### config.mk
export PLATFORM = sky130hd
export DESIGN_NAME = ws2812_axil_pattern_master
export DESIGN_NICKNAME = d
export VERILOG_FILES = /design/src/rtl/ws2812_axil_pattern_master.sv
export SDC_FILE = /design/constraint.sdc
export NUM_CORES = 1
export LEC_CHECK = 0
export ABC_AREA = 1
export ABC_CLOCK_PERIOD_IN_PS = 8700
export CAP_MARGIN = 20
export CORE_MARGIN = 2
export CORE_UTILIZATION = 59
export CTS_CLUSTER_DIAMETER = 50
export DETAILED_ROUTE_END_ITERATION = 16
export PLACE_DENSITY = 0.88
export SLEW_MARGIN = 25
export SYNTH_ARGS = -nofsm -noshare
export SYNTH_HDL_FRONTEND = slang
export SYNTH_SLANG_ARGS = --single-unit
### constraint.sdc
create_clock -name ACLK -period 8.7 [get_ports ACLK]
set_clock_uncertainty 0.2 [all_clocks]
set_input_delay 0.87 -clock ACLK [delete_from_list [all_inputs] [get_ports ACLK]]
set_output_delay 0.87 -clock ACLK [all_outputs]
set_load 0.005 [all_outputs]
### src/rtl/ws2812_axil_pattern_master.sv
// AXI4-Lite pattern master: writes N pattern words, reads them back and
// compares, reporting mismatches, bad responses and handshake timeouts.
module ws2812_axil_pattern_master #(
  parameter logic [31:0] C_M_TARGET_SLAVE_BASE_ADDR = 32'h4000_0000,
  parameter int          C_M_AXI_ADDR_WIDTH         = 32,
  parameter int          C_M_AXI_DATA_WIDTH         = 32,
  parameter int          C_M_TRANSACTIONS_NUM       = 4,
  parameter int          C_TIMEOUT_CYCLES           = 1024
) (
  input  logic                              ACLK,
  input  logic                              ARESETN,
  input  logic                              INIT_AXI_TXN,
  input  logic [1:0]                        MODE,
  input  logic [31:0]                       SEED,
  output logic                              TXN_DONE,
  output logic                              ERROR,
  output logic                              TIMEOUT,
  output logic [15:0]                       ERR_COUNT,
  output logic [C_M_AXI_ADDR_WIDTH-1:0]     FAIL_ADDR,
  output logic                              BUSY,
  output logic [C_M_AXI_ADDR_WIDTH-1:0]     M_AXI_AWADDR,
  output logic [2:0]                        M_AXI_AWPROT,
  output logic                              M_AXI_AWVALID,
  input  logic                              M_AXI_AWREADY,
  output logic [C_M_AXI_DATA_WIDTH-1:0]     M_AXI_WDATA,
  output logic [C_M_AXI_DATA_WIDTH/8-1:0]   M_AXI_WSTRB,
  output logic                              M_AXI_WVALID,
  input  logic                              M_AXI_WREADY,
  input  logic [1:0]                        M_AXI_BRESP,
  input  logic                              M_AXI_BVALID,
  output logic                              M_AXI_BREADY,
  output logic [C_M_AXI_ADDR_WIDTH-1:0]     M_AXI_ARADDR,
  output logic [2:0]                        M_AXI_ARPROT,
  output logic                              M_AXI_ARVALID,
  input  logic                              M_AXI_ARREADY,
  input  logic [C_M_AXI_DATA_WIDTH-1:0]     M_AXI_RDATA,
  input  logic [1:0]                        M_AXI_RRESP,
  input  logic                              M_AXI_RVALID,
  output logic                              M_AXI_RREADY
);

  localparam int AW = C_M_AXI_ADDR_WIDTH;
  localparam int DW = C_M_AXI_DATA_WIDTH;
  localparam int SH = $clog2(DW / 8);
  localparam int IW = 11;
  localparam logic [IW-1:0] LAST = IW'(C_M_TRANSACTIONS_NUM - 1);
  localparam logic [AW-1:0] BASE = AW'(C_M_TARGET_SLAVE_BASE_ADDR);
  localparam logic [31:0]   TAPS = 32'h8020_0003;
  localparam logic [31:0]   TLIM = 32'(C_TIMEOUT_CYCLES);
  localparam logic          TEN  = (C_TIMEOUT_CYCLES != 0);

  localparam logic [2:0] S_IDLE    = 3'd0;
  localparam logic [2:0] S_WR_ADDR = 3'd1;
  localparam logic [2:0] S_WR_RESP = 3'd2;
  localparam logic [2:0] S_RD_ADDR = 3'd3;
  localparam logic [2:0] S_RD_DATA = 3'd4;
  localparam logic [2:0] S_DONE    = 3'd5;

  logic [2:0]    state;
  logic          init_q;
  logic [1:0]    mode_q;
  logic [31:0]   seed_q;
  logic [31:0]   lfsr;
  logic [31:0]   tcnt;
  logic [31:0]   pat;
  logic [IW-1:0] idx;
  logic          aw_done;
  logic          w_done;
  logic [DW-1:0] word;
  logic [AW-1:0] cur_addr;
  logic          start;
  logic          tmo;
  logic          step;
  logic          aw_hs;
  logic          w_hs;
  logic          b_hs;
  logic          ar_hs;
  logic          r_hs;
  logic          wr_ok;
  logic          rd_bad;

  function automatic logic [31:0] lfsr_step(input logic [31:0] v);
    return v[0] ? ((v >> 1) ^ TAPS) : (v >> 1);
  endfunction

  function automatic logic [31:0] lfsr_init(input logic [31:0] s);
    return (s == 32'd0) ? 32'd1 : s;
  endfunction

  assign M_AXI_AWPROT = 3'b000;
  assign M_AXI_ARPROT = 3'b000;
  assign M_AXI_WSTRB  = '1;

  assign start    = INIT_AXI_TXN && !init_q && !BUSY;
  assign cur_addr = BASE + (AW'(idx) << SH);
  assign tmo      = TEN && (tcnt == TLIM);
  assign aw_hs    = M_AXI_AWVALID && M_AXI_AWREADY;
  assign w_hs     = M_AXI_WVALID && M_AXI_WREADY;
  assign b_hs     = M_AXI_BREADY && M_AXI_BVALID;
  assign ar_hs    = M_AXI_ARVALID && M_AXI_ARREADY;
  assign r_hs     = M_AXI_RREADY && M_AXI_RVALID;
  assign wr_ok    = (aw_done || aw_hs) && (w_done || w_hs);
  assign rd_bad   = (M_AXI_RDATA != word) || (M_AXI_RRESP != 2'b00);

  always_comb begin
    pat = 32'd0;
    unique case (mode_q)
      2'd0:    pat = seed_q + 32'(idx);
      2'd1:    pat = 32'd1 << idx[4:0];
      2'd2:    pat = lfsr;
      default: pat = ~(seed_q + 32'(idx));
    endcase
  end

  if (DW == 64) begin : g_w64
    assign word = {~pat, pat};
  end else begin : g_w32
    assign word = pat;
  end

  always_comb begin
    step = 1'b0;
    unique case (state)
      S_WR_ADDR: step = wr_ok;
      S_WR_RESP: step = b_hs;
      S_RD_ADDR: step = ar_hs;
      S_RD_DATA: step = r_hs;
      default:   step = 1'b0;
    endcase
  end

  always_ff @(posedge ACLK or negedge ARESETN) begin
    if (!ARESETN) begin
      state         <= S_IDLE;
      init_q        <= 1'b0;
      mode_q        <= 2'd0;
      seed_q        <= 32'd0;
      lfsr          <= 32'd0;
      tcnt          <= 32'd0;
      idx           <= '0;
      aw_done       <= 1'b0;
      w_done        <= 1'b0;
      TXN_DONE      <= 1'b0;
      ERROR         <= 1'b0;
      TIMEOUT       <= 1'b0;
      ERR_COUNT     <= 16'd0;
      FAIL_ADDR     <= '0;
      BUSY          <= 1'b0;
      M_AXI_AWADDR  <= '0;
      M_AXI_AWVALID <= 1'b0;
      M_AXI_WDATA   <= '0;
      M_AXI_WVALID  <= 1'b0;
      M_AXI_BREADY  <= 1'b0;
      M_AXI_ARADDR  <= '0;
      M_AXI_ARVALID <= 1'b0;
      M_AXI_RREADY  <= 1'b0;
    end else begin
      init_q <= INIT_AXI_TXN;
      if (start) begin
        state     <= S_WR_ADDR;
        BUSY      <= 1'b1;
        TXN_DONE  <= 1'b0;
        ERROR     <= 1'b0;
        TIMEOUT   <= 1'b0;
        ERR_COUNT <= 16'd0;
        FAIL_ADDR <= '0;
        mode_q    <= MODE;
        seed_q    <= SEED;
        lfsr      <= lfsr_init(SEED);
        idx       <= '0;
        tcnt      <= 32'd0;
        aw_done   <= 1'b0;
        w_done    <= 1'b0;
      end else begin
        if (BUSY)
          tcnt <= tcnt + 32'd1;
        unique case (state)
          S_WR_ADDR: begin
            if (!aw_done && !M_AXI_AWVALID) begin
              M_AXI_AWVALID <= 1'b1;
              M_AXI_AWADDR  <= cur_addr;
            end
            if (!w_done && !M_AXI_WVALID) begin
              M_AXI_WVALID <= 1'b1;
              M_AXI_WDATA  <= word;
            end
            if (aw_hs) begin
              M_AXI_AWVALID <= 1'b0;
              aw_done       <= 1'b1;
            end
            if (w_hs) begin
              M_AXI_WVALID <= 1'b0;
              w_done       <= 1'b1;
            end
            if (wr_ok) begin
              state        <= S_WR_RESP;
              M_AXI_BREADY <= 1'b1;
              aw_done      <= 1'b0;
              w_done       <= 1'b0;
              tcnt         <= 32'd0;
            end
          end
          S_WR_RESP: begin
            if (b_hs) begin
              M_AXI_BREADY <= 1'b0;
              tcnt         <= 32'd0;
              if (M_AXI_BRESP != 2'b00) begin
                ERROR <= 1'b1;
                if (!ERROR)
                  FAIL_ADDR <= cur_addr;
              end
              // read phase replays the same sequence from the seed
              if (idx == LAST) begin
                idx   <= '0;
                lfsr  <= lfsr_init(seed_q);
                state <= S_RD_ADDR;
              end else begin
                idx   <= idx + 1'b1;
                lfsr  <= lfsr_step(lfsr);
                state <= S_WR_ADDR;
              end
            end
          end
          S_RD_ADDR: begin
            if (!M_AXI_ARVALID) begin
              M_AXI_ARVALID <= 1'b1;
              M_AXI_ARADDR  <= cur_addr;
            end
            if (ar_hs) begin
              M_AXI_ARVALID <= 1'b0;
              M_AXI_RREADY  <= 1'b1;
              state         <= S_RD_DATA;
              tcnt          <= 32'd0;
            end
          end
          S_RD_DATA: begin
            if (r_hs) begin
              M_AXI_RREADY <= 1'b0;
              tcnt         <= 32'd0;
              if (rd_bad) begin
                ERROR <= 1'b1;
                if (ERR_COUNT != 16'hFFFF)
                  ERR_COUNT <= ERR_COUNT + 16'd1;
                if (!ERROR)
                  FAIL_ADDR <= cur_addr;
              end
              if (idx == LAST) begin
                state    <= S_DONE;
                BUSY     <= 1'b0;
                TXN_DONE <= 1'b1;
              end else begin
                idx   <= idx + 1'b1;
                lfsr  <= lfsr_step(lfsr);
                state <= S_RD_ADDR;
              end
            end
          end
          default: ;
        endcase
        if (BUSY && !step && tmo) begin
          M_AXI_AWVALID <= 1'b0;
          M_AXI_WVALID  <= 1'b0;
          M_AXI_BREADY  <= 1'b0;
          M_AXI_ARVALID <= 1'b0;
          M_AXI_RREADY  <= 1'b0;
          ERROR         <= 1'b1;
          TIMEOUT       <= 1'b1;
          if (!ERROR)
            FAIL_ADDR <= cur_addr;
          BUSY          <= 1'b0;
          TXN_DONE      <= 1'b1;
          state         <= S_DONE;
        end
      end
    end
  end

endmodule

==> out/summary.md <==
The first-pass iteration count of the detailed router was 6; the synthesized area was 0.0147 mm2. The cell count after synthesis came out at 2123. At the pin with the least slew margin, the transition time is 0.956 ns. A synthesized cell averages 6.92 um2.

The utilization after layout came out at 72.2%. After synthesis, the largest area contributor takes up 38.8% of total cell area. The overall routed net length came out at 48.8 mm.

The number of design-rule violations left by the first detailed-router iteration was 1875. The most common flop cell mapped by yosys was dfrtp_1. The first global-routing pass estimated 76.7 mm of wire. The final routed DRC violation total is 0, and the sum of negative setup slack is 0 ns. The synthesized design spends more area on one cell type than any other, namely dfrtp_1. The area of the placeable core was 0.0244 mm2. Cell internal power was estimated by the tool at 1.90 mW.

In the final layout, the share of cells above drive strength 1 is 4.54%. Summed over all nets, the switching power comes to 0.565 mW. The number of nets in the layout was 2367.

In this run the worst path has a maximum fanout of 32. STA puts the critical path data required time at 8.91 ns. The average wire length per cell after detail routing works out to 18.7 um. The hold violation count in the final report is 0. TritonCTS built the clock tree. The run finished with clean final reports. Across every metal layer, demand over resource in global routing totals 36.3%.

The count of buffers added on input and output ports is 190. The area growth from synthesis to final layout was 19.8%; the number of enable-type register cells in the synthesized netlist was 0. After synthesis, flip-flops and latches occupy 38.8% of the total area. The final route contains 15700 vias. The maximum number of pins on one net before global-route repair came out at 109. The worst path uses 53.4% of the clock period.

Timing would allow up to 0.215 GHz. The clock period could shrink to 4.65 ns. For the count of pins on the block boundary, the log shows 241. Routability-driven placement finished with a final weighted congestion of 0.982. The post-synthesis register bit count was 228. For the number of global-route vias before repair, the log shows 14400. The count of pins over their slew limit came out at 0. The worst setup path is of the flop to flop kind.

Counting distinct cell types in the post-synthesis netlist gives 50. The logs give 0.000192 V for the maximum vdd drop and 0 for the post-CTS setup-driven buffer insertion count. In this run the vertical extent of the chip is 162 um. Ranked by total cell area, the synthesized netlist is headed by dfrtp_1, nand2_1, o21ai_0. The tools report the initial antenna violation count as 0. The number of max-cap violations was 0. Once detail routing completed, the nets flagged for antenna violations numbered 0. The run gives 3 as the number of buffers on the longest clock path.

The worst register-to-register path begins at mode_q[1]. The number of buffers inserted during clock tree synthesis is 29. Headroom to the max-slew limit came out at 36.1%. Per report_power, the combinational group accounts for 3.5% of the total.

Clock latency on the worst-skew pair, taken at its later pin, is 0.57 ns. The critical path starts at mode_q[1]. The overflow left after global routing is 0. For this design the ratio of total power to cell area is 140 mW/mm2. The detailed-route vias per instance was 6.01; the width of the die was 162 um. End of the worst register-to-register path: FAIL_ADDR[30]. Setup repair after global routing left no endpoint under its margin. The signal arrival time at the worst endpoint came out at 4.86 ns.

The number of buffers added to fix hold violations after cts came out at 0. The tools report the startpoint class of the critical path as a flop. The post-layout instance area was 0.0176 mm2; the total die area was 0.0262 mm2. The register share of total power is 43.0%, and the post-cts sizing count is 0. The run gives 34.6 mm as the detailed placer's ending HPWL. In this run the worst setup path terminates at FAIL_ADDR[30].

The number of cells traversed by the worst register-to-register path works out to 21. The logs give 0 for the antenna diode count and 1 for the CTS H-tree depth. The clock network is responsible for 53.5% of the overall power.

The standard cell area after detailed placement is 0.0166 mm2, and the number of clock sinks is 228. In this run the core area contains 57 standard-cell rows. During synthesis, Yosys emitted a total of 0 warnings. The clock edge transition at the registers on the reported setup and hold paths is 0.06 ns, and the switching share of total power is 22.9%.

The buffer type at the clock tree root is clkbuf_16. The logs give 8.50 nW for the standby leakage power and 0 for the number of setup violations in the final report. For flop-to-flop paths, the worst setup slack is 4.05 ns.

The share of flip-flops with an asynchronous set or reset was 100%. For the initial core utilization, the log shows 60.2%. In this run the worst hold path is classified as input port to async pin.

The tools report the kind of capture point of the worst setup path as a flop.
synth_stat cells, types with 4 or more instances:
| cell type | instances |
|---|---|
| o21ai_1 | 19 |
| a21oi_1 | 92 |
| nand4_1 | 34 |
| nand3_1 | 145 |
| clkbuf_1 | 63 |
| clkinv_1 | 5 |
| inv_2 | 15 |
| nor4_1 | 32 |
| inv_1 | 192 |
| a32oi_1 | 29 |
| or2_1 | 4 |
| ha_1 | 20 |
| a31oi_1 | 55 |
| buf_4 | 54 |
| xnor2_1 | 10 |
| nor3_2 | 6 |
| o22ai_1 | 4 |
| nor3_1 | 41 |
| buf_2 | 11 |
| nand2_1 | 575 |
| nand3b_1 | 15 |
| nand2_2 | 6 |
| a211oi_1 | 5 |
| dfrtp_1 | 228 |
| xor2_1 | 19 |
| nor2_1 | 225 |
| o21ai_0 | 179 |
| buf_1 | 8 |
how the worst min path moves through the flow:
stage / startpoint / endpoint / slack (ns) / cells after the start
2_1_floorplan: M_AXI_ARADDR[30] / M_AXI_ARADDR[30] / 0.26 / 2
4_1_cts: ARESETN / ERR_COUNT[1] / 0.20 / 1
6_report: ARESETN / ERR_COUNT[1] / 0.14 / 1
3_5_place_dp: M_AXI_AWADDR[30] / M_AXI_AWADDR[30] / 0.26 / 2
3_3_place_gp: M_AXI_ARADDR[30] / M_AXI_ARADDR[30] / 0.25 / 2
5_1_grt: ARESETN / ERR_COUNT[1] / 0.22 / 1
layout make-up:
cell class                 count  area, um2
multi-input combinational   1593       7630
fill                        1974       6790
sequential                   228       5710
timing repair buffer         204       2010
inverter                     212        796
clock buffer                  35        788
tap                          324        405
clock inverter                18        265
worst max-delay path: stages (launching register included):
cell and delay (ns):
dfrtp_1 0.36, buf_4 0.25, nand2_2 0.46, inv_2 0.46, nor3_1 0.53, nand2_1 0.15, nand3b_1 0.10, nand2_1 0.05
nor2_1 0.14, nand3_1 0.12, nor2_1 0.12, nand3_1 0.11, nor2_1 0.10, nand2_1 0.06, nor2_1 0.11, nand2_2 0.14
nand3_1 0.63, nand2_1 0.11, nand2_1 0.09, nand2_1 0.06, nand2_1 0.06, a21oi_1 0.06
metrics by stage:
stage | worst slack (ns) | cells | total power [mW] | hold slack (ns)
floorplan | 5.57 | 2171 | 1.12 | 0.258
global placement | 4.22 | 2561 | 1.17 | 0.246
detailed placement | 4.17 | 2561 | 1.17 | 0.259
CTS | 4.14 | 2614 | 2.46 | 0.203
global route | 3.78 | 2614 | 2.52 | 0.223
finish | 4.05 | 2614 | 2.47 | 0.142
sequential cells by signal, indices dropped and copies added (netlist names):
| register | flops |
|---|---|
| ERR_COUNT | 16 |
| state | 3 |
| mode_q | 2 |
| FAIL_ADDR | 32 |
| M_AXI_BREADY | 1 |
| TIMEOUT | 1 |
| M_AXI_AWADDR | 12 |
| lfsr | 32 |
| w_done | 1 |
| M_AXI_AWVALID | 1 |
| M_AXI_RREADY | 1 |
| M_AXI_WDATA | 32 |
| M_AXI_WVALID | 1 |
| TXN_DONE | 1 |
| BUSY | 1 |
| seed_q | 32 |
| idx | 11 |
| tcnt | 32 |
| aw_done | 1 |
| M_AXI_ARVALID | 1 |
| init_q | 1 |
| M_AXI_ARADDR | 12 |
| ERROR | 1 |
cell usage in the layout (no fill, tap or decap), drive strengths merged, types with 34 or more instances in the layout:
cell / instances
nand2: 582
dfrtp: 228
nor2: 227
inv: 214
o21ai: 198
clkdlybuf4s50: 189
nand3: 145
a21oi: 92
a31oi: 55
conb: 50
nor3: 47
clkbuf: 35
nand4: 34
layer usage:
metal / share of wire (%) / global-route usage, % / vias up
met5: 0 / 0 / -
met1: 41 / 51.7 / 7380
met2: 45 / 57.9 / 953
li1: - / - / 7264
met4: 3.0 / 9.69 / 0
met3: 11 / 6.00 / 114
cells by family (layout without fill, tap and decap cells):
family / count (synthesis) / after routing / share of synthesized area (%)
other: 2 / 50 / 0.0511
flip-flops: 228 / 228 / 38.8
adder cells (fa/ha/maj): 21 / 21 / 1.84
AND/OR/NAND/NOR: 1093 / 1093 / 31.7
XOR/XNOR: 29 / 29 / 1.73
buffers and inverters: 350 / 469 / 10.5
AO/OA/AOI/OAI: 400 / 400 / 15.3
power by group through the flow:
stage | Sequential [mW] | Combinational [mW] | Clock [mW]
2_1_floorplan | 1.08 | 0.0349 | 0
3_3_place_gp | 1.08 | 0.0852 | 0
3_5_place_dp | 1.08 | 0.0854 | 0
4_1_cts | 1.06 | 0.0863 | 1.32
5_1_grt | 1.06 | 0.0959 | 1.37
6_report | 1.06 | 0.0865 | 1.32
(Power assumes the default switching activity.)
==> RTL change 1, RTL diff (config.mk and constraints unchanged) <==
The parameter `C_M_AXI_ADDR_WIDTH` goes from 32 to 28.
--- a/src/rtl/ws2812_axil_pattern_master.sv
+++ b/src/rtl/ws2812_axil_pattern_master.sv
@@ -2,7 +2,7 @@
 // compares, reporting mismatches, bad responses and handshake timeouts.
 module ws2812_axil_pattern_master #(
   parameter logic [31:0] C_M_TARGET_SLAVE_BASE_ADDR = 32'h4000_0000,
-  parameter int          C_M_AXI_ADDR_WIDTH         = 32,
+  parameter int          C_M_AXI_ADDR_WIDTH         = 28,
   parameter int          C_M_AXI_DATA_WIDTH         = 32,
   parameter int          C_M_TRANSACTIONS_NUM       = 4,
   parameter int          C_TIMEOUT_CYCLES           = 1024
Interface: changed (resized FAIL_ADDR, M_AXI_ARADDR and M_AXI_AWADDR); port bits go from 241 to 229. The function was not compared with the original's and may differ.
==> RTL change 1 against the original RTL <==
Cell area fell by 0.25%; critical path type unchanged; sequential cell count fell by 6; largest cell class unchanged; utilization fell by 0.39 points; worst setup slack got worse by 0.27 ns; synthesized area rose by 0.72%; highest routed layer unchanged; wire length rose by 2.0%; power fell by 5.0%.
==> RTL change 1: results (changes against the original RTL) <==
.. list-table::
   :header-rows: 1

   * - Metric
     - Value
   * - Number of buffers between clock root and the deepest sink
     - 3 (unchanged)
   * - Via count of the first global-routing pass
     - 14500 (was 14400)
   * - Total clock buffers created by CTS
     - 30 (was 29)
   * - Placer congestion estimate
     - 1.02 (was 0.982)
   * - Static power due to leakage
     - 0.00827 uW (was 0.00850 uW)
   * - Slowest library cell on the worst path
     - sky130_fd_sc_hd__inv_1 (was sky130_fd_sc_hd__nand3_1)
   * - Number of nets at the end of the flow
     - 2303 (was 2367)
   * - Top post-synthesis cells by count
     - sky130_fd_sc_hd__nand2_1, sky130_fd_sc_hd__dfrtp_1, sky130_fd_sc_hd__inv_1 (was sky130_fd_sc_hd__nand2_1, sky130_fd_sc_hd__dfrtp_1, sky130_fd_sc_hd__nor2_1)
   * - Hold crit path type
     - input pin to asynchronous set/reset pin (unchanged)
   * - Number of distinct library cells after synthesis
     - 56 (was 50)
   * - Switching share of total power
     - 24.2% (was 22.9%)
   * - Number of diodes
     - 0 (unchanged)
   * - Overall fraction of global-route tracks in use
     - 37.3% (was 36.3%)
   * - Max-slew headroom at the worst pin
     - 24.0% (was 36.1%)
   * - Largest net degree at the start of global routing
     - 79 (was 109)
   * - HPWL after detailed placement
     - 36.2 mm (was 34.6 mm)
   * - First-pass GRT wire length
     - 77.9 mm (was 76.7 mm)
   * - Clock H-tree levels
     - 1 (unchanged)
   * - Share of final-layout standard cells stronger than drive strength 1
     - 7.94% (was 4.54%)
   * - Ratio of routed vias to standard cells
     - 6.06 (was 6.01)
   * - Share of the yosys chip area belonging to registers
     - 37.5% (was 38.8%)
   * - Number of port buffers
     - 184 (was 190)
   * - Number of setup buffers added after CTS
     - 0 (unchanged)
   * - Drt drc
     - 0 (unchanged)
   * - Routed wire per std cell
     - 19.5 um (was 18.7 um)
   * - Area contributors post-synth
     - sky130_fd_sc_hd__dfrtp_1, sky130_fd_sc_hd__nand2_1, sky130_fd_sc_hd__nand3_1 (was sky130_fd_sc_hd__dfrtp_1, sky130_fd_sc_hd__nand2_1, sky130_fd_sc_hd__o21ai_0)
   * - Count of maximum capacitance violations
     - 0 (unchanged)
   * - Maximum vdd drop
     - 0.132 mV (was 0.192 mV)
   * - Starting DRT DRC Count
     - 2142 (was 1875)
   * - Slowest stage delay, CP
     - 0.68 ns (was 0.63 ns)
   * - Cell Area, Placed
     - 16600 um^2 (about the same)
   * - Outcome
     - completed (unchanged)
-- RTL change 1: cells by family after synthesis --
| group | after synthesis | share of synthesized area, % |
|---|---|---|
| AOI/OAI and AO/OA | 367 | 14.7 |
| xor gates and xnor gates | 29 | 1.72 |
| adders and majority gates | 21 | 1.83 |
| buffers and inverters | 344 | 10.6 |
| DFF | 222 | 37.5 |
| other | 2 | 0.0508 |
| and+or+nand+nor | 1078 | 33.6 |
-- RTL change 1: worst max-delay path: cells and delay by family (launching register included) --
family,cells,cell delay [ns]
AND/OR/NAND/NOR,16,2.56
buffers and inverters,3,1.39
flip-flops,1,0.33
AO/OA/AOI/OAI,2,0.28
-- RTL change 1: layer usage --
metal	global-route usage, %	part of all wire (%)	vias up
met5	0	0	-
met1	51.4	40	7259
met3	6.49	10	166
met4	14.7	4.1	0
li1	-	-	7118
met2	58.8	45	911
-- RTL change 1: layout make-up --
type	instances	area, um^2
Multi-Input combinational cell	1539	7850
Fill cell	1977	6900
Sequential cell	222	5560
Timing Repair Buffer	199	1970
Clock buffer	37	817
Inverter	212	796
Tap cell	324	405
Clock inverter	19	173
-- RTL change 1: power by group through the flow --
stage	Combinational (uW)	Clock, uW	Sequential, uW
final	84.9	1230	1030
after global routing	93.6	1270	1030
after CTS	84.6	1220	1030
after detailed placement	84.0	0	1050
after global placement	83.5	0	1050
after floorplan	31.5	0	1050
-- RTL change 1: per-stage QoR --
step | hold slack, ns | util (%) | cells | setup WS, ns
floorplan | 0.273 | - | 2105 | 5.63
global placement | 0.264 | 67.7 | 2496 | 4.07
detailed placement | 0.271 | 67.7 | 2496 | 3.96
CTS | 0.102 | 71.8 | 2552 | 3.94
global route | 0.127 | 71.8 | 2552 | 3.35
finish | 0.0732 | 71.8 | 2552 | 3.79
-- RTL change 1: path summary, 6_finish.rpt --
check	startpoint	endpoint	slack (ns)	depth (start not counted)
max	mode_q[1]	ERR_COUNT[6]	3.79	21
min	ARESETN	M_AXI_WDATA[31]	0.07	1
max reg2reg	mode_q[1]	ERR_COUNT[6]	3.79	21
min reg2reg	M_AXI_WDATA[19]	M_AXI_WDATA[19]	0.28	2
max in group asynchronous	ARESETN	seed_q[21]	7.07	2
min in group ACLK	M_AXI_WDATA[19]	M_AXI_WDATA[19]	0.28	2
==> RTL change 2, RTL diff (same flow settings) <==
Made on the original files. Register the output `ERROR` once more; this adds one clock of latency there. The other outputs are not delayed to match.
--- a/src/rtl/ws2812_axil_pattern_master.sv
+++ b/src/rtl/ws2812_axil_pattern_master.sv
@@ -56,6 +56,8 @@
   localparam logic [2:0] S_RD_DATA = 3'd4;
   localparam logic [2:0] S_DONE    = 3'd5;
 
+  logic ERROR_s0;
+
   logic [2:0]    state;
   logic          init_q;
   logic [1:0]    mode_q;
@@ -141,7 +143,7 @@
       aw_done       <= 1'b0;
       w_done        <= 1'b0;
       TXN_DONE      <= 1'b0;
-      ERROR         <= 1'b0;
+      ERROR_s0      <= 1'b0;
       TIMEOUT       <= 1'b0;
       ERR_COUNT     <= 16'd0;
       FAIL_ADDR     <= '0;
@@ -160,7 +162,7 @@
         state     <= S_WR_ADDR;
         BUSY      <= 1'b1;
         TXN_DONE  <= 1'b0;
-        ERROR     <= 1'b0;
+        ERROR_s0  <= 1'b0;
         TIMEOUT   <= 1'b0;
         ERR_COUNT <= 16'd0;
         FAIL_ADDR <= '0;
@@ -205,8 +207,8 @@
               M_AXI_BREADY <= 1'b0;
               tcnt         <= 32'd0;
               if (M_AXI_BRESP != 2'b00) begin
-                ERROR <= 1'b1;
-                if (!ERROR)
+                ERROR_s0 <= 1'b1;
+                if (!ERROR_s0)
                   FAIL_ADDR <= cur_addr;
               end
               // read phase replays the same sequence from the seed
@@ -238,10 +240,10 @@
               M_AXI_RREADY <= 1'b0;
               tcnt         <= 32'd0;
               if (rd_bad) begin
-                ERROR <= 1'b1;
+                ERROR_s0 <= 1'b1;
                 if (ERR_COUNT != 16'hFFFF)
                   ERR_COUNT <= ERR_COUNT + 16'd1;
-                if (!ERROR)
+                if (!ERROR_s0)
                   FAIL_ADDR <= cur_addr;
               end
               if (idx == LAST) begin
@@ -263,9 +265,9 @@
           M_AXI_BREADY  <= 1'b0;
           M_AXI_ARVALID <= 1'b0;
           M_AXI_RREADY  <= 1'b0;
-          ERROR         <= 1'b1;
+          ERROR_s0      <= 1'b1;
           TIMEOUT       <= 1'b1;
-          if (!ERROR)
+          if (!ERROR_s0)
             FAIL_ADDR <= cur_addr;
           BUSY          <= 1'b0;
           TXN_DONE      <= 1'b1;
@@ -275,5 +277,9 @@
     end
   end
 
+  always_ff @(posedge ACLK) begin
+    ERROR <= ERROR_s0;
+  end
+
 endmodule
 
Behaviour: no difference found for any inputs over 4 cycles, from zero or initial values and one cycle with ARESETN low; that may be too few to reach the edited logic, so the function may still have changed.
==> RTL change 2 against the original RTL <==
Global-route usage rose by 0.50 points; cell area up 1.6%; wire length grew 2.8%; worst setup slack worse by 0.23 ns; critical path depth shrank 4; non-clock buffer count shrank 2; utilization fell by 0.72 points; sequential cell count is 1 higher; synthesized area up 1.9%.
Power is not compared: it rests on default switching activity, and its combinational part moved more than twofold at a synthesized area within 25%.
==> RTL change 2: results (changes against the original RTL) <==
.. list-table::
   :header-rows: 1

   * - Metric
     - Value
   * - Global-route track usage on met2
     - 59.9% (was 57.9%)
   * - Max Fclk
     - 205 MHz (was 215 MHz)
   * - Slowest stage delay, CP
     - 0.81 ns (was 0.63 ns)
   * - Met1 Resource Use GR
     - 49.2% (was 51.7%)
   * - Ratio of routed vias to standard cells
     - 6.08 (was 6.01)
   * - Met1 Routed Length
     - 19.8 mm (was 20.1 mm)
   * - Placer congestion estimate
     - 0.990 (was 0.982)
   * - Layout buffering overhead excluding clock cells
     - 11.2% (was 11.4%)
   * - Amount of wire on met3 after detailed routing
     - 4.77 mm (was 5.35 mm)
   * - XOR/XNOR share of the synthesized area
     - 2.16% (was 1.73%)
   * - Largest fanout on the critical path
     - 41 (was 32)
   * - First-pass GRT wire length
     - 77.5 mm (was 76.7 mm)
   * - Inverter count
     - 209 (was 212)
   * - Share of final-layout standard cells stronger than drive strength 1
     - 5.90% (was 4.54%)
   * - CLK BUF
     - 40 (was 35)
   * - Routed wire per std cell
     - 19.1 um (was 18.7 um)
   * - Hold_ws
     - 0.140 ns (was 0.142 ns)
   * - Final-layout clock-cell area share
     - 6.15% (was 5.98%)
   * - Adder and majority cell fraction of the synthesized area
     - 1.81% (was 1.84%)
   * - Inserted tap cell count
     - 330 (was 324)
   * - Share of synthesized registers carrying an async set or reset
     - 99.6% (was 100%)
   * - Length in cells of the worst reg-to-reg path
     - 17 (was 21)
   * - Total clock buffers created by CTS
     - 30 (was 29)
   * - M3 GR Usage
     - 5.61% (was 6.00%)
   * - Endpoint of the worst register-to-register path
     - FAIL_ADDR[26] (was FAIL_ADDR[30])
   * - Via count of the first global-routing pass
     - 14700 (was 14400)
   * - Largest net degree at the start of global routing
     - 103 (was 109)
   * - Number of nets at the end of the flow
     - 2364 (was 2367)
   * - Register area
     - 5730 um^2 (was 5710 um^2)
   * - Outcome
     - completed (unchanged)
   * - Overall fraction of global-route tracks in use
     - 36.8% (was 36.3%)
   * - Average footprint of a synthesized cell
     - 7.04 um^2 (was 6.92 um^2)
   * - Worst EP arrival
     - 5.11 ns (was 4.86 ns)
   * - Starting DRT DRC Count
     - 2164 (was 1875)
   * - Multi-input gate share of the layout cell area
     - 44.0% (was 43.4%)
   * - Number of buffers outside the clock class in the layout
     - 202 (was 204)
   * - Worst reg2reg setup slack
     - 3.83 ns (was 4.05 ns)
==> RTL change 2: cell types whose count changed after synthesis, moves of 5 or more <==
| cell | change |
|---|---|
| sky130_fd_sc_hd__nand2_1 | -15 |
| sky130_fd_sc_hd__xor2_1 | +6 |
| sky130_fd_sc_hd__o21ai_0 | -5 |
| sky130_fd_sc_hd__buf_2 | +6 |
| sky130_fd_sc_hd__o21ai_1 | +10 |
| sky130_fd_sc_hd__inv_1 | -5 |
| sky130_fd_sc_hd__nor2_1 | -34 |
| sky130_fd_sc_hd__nor3_1 | -9 |
| sky130_fd_sc_hd__nor2_2 | +9 |
| sky130_fd_sc_hd__o31ai_2 | +7 |
| sky130_fd_sc_hd__nand3_1 | +26 |
==> RTL change 2: power by group through the flow <==
stage | clock (uW) | combinational (uW) | sequential, uW
after floorplan | 0 | 1030 | 1530
after global placement | 0 | 1540 | 1600
after detailed placement | 0 | 1610 | 1610
after CTS | 1370 | 1640 | 1600
after global routing | 1410 | 1840 | 1630
final | 1370 | 1660 | 1610
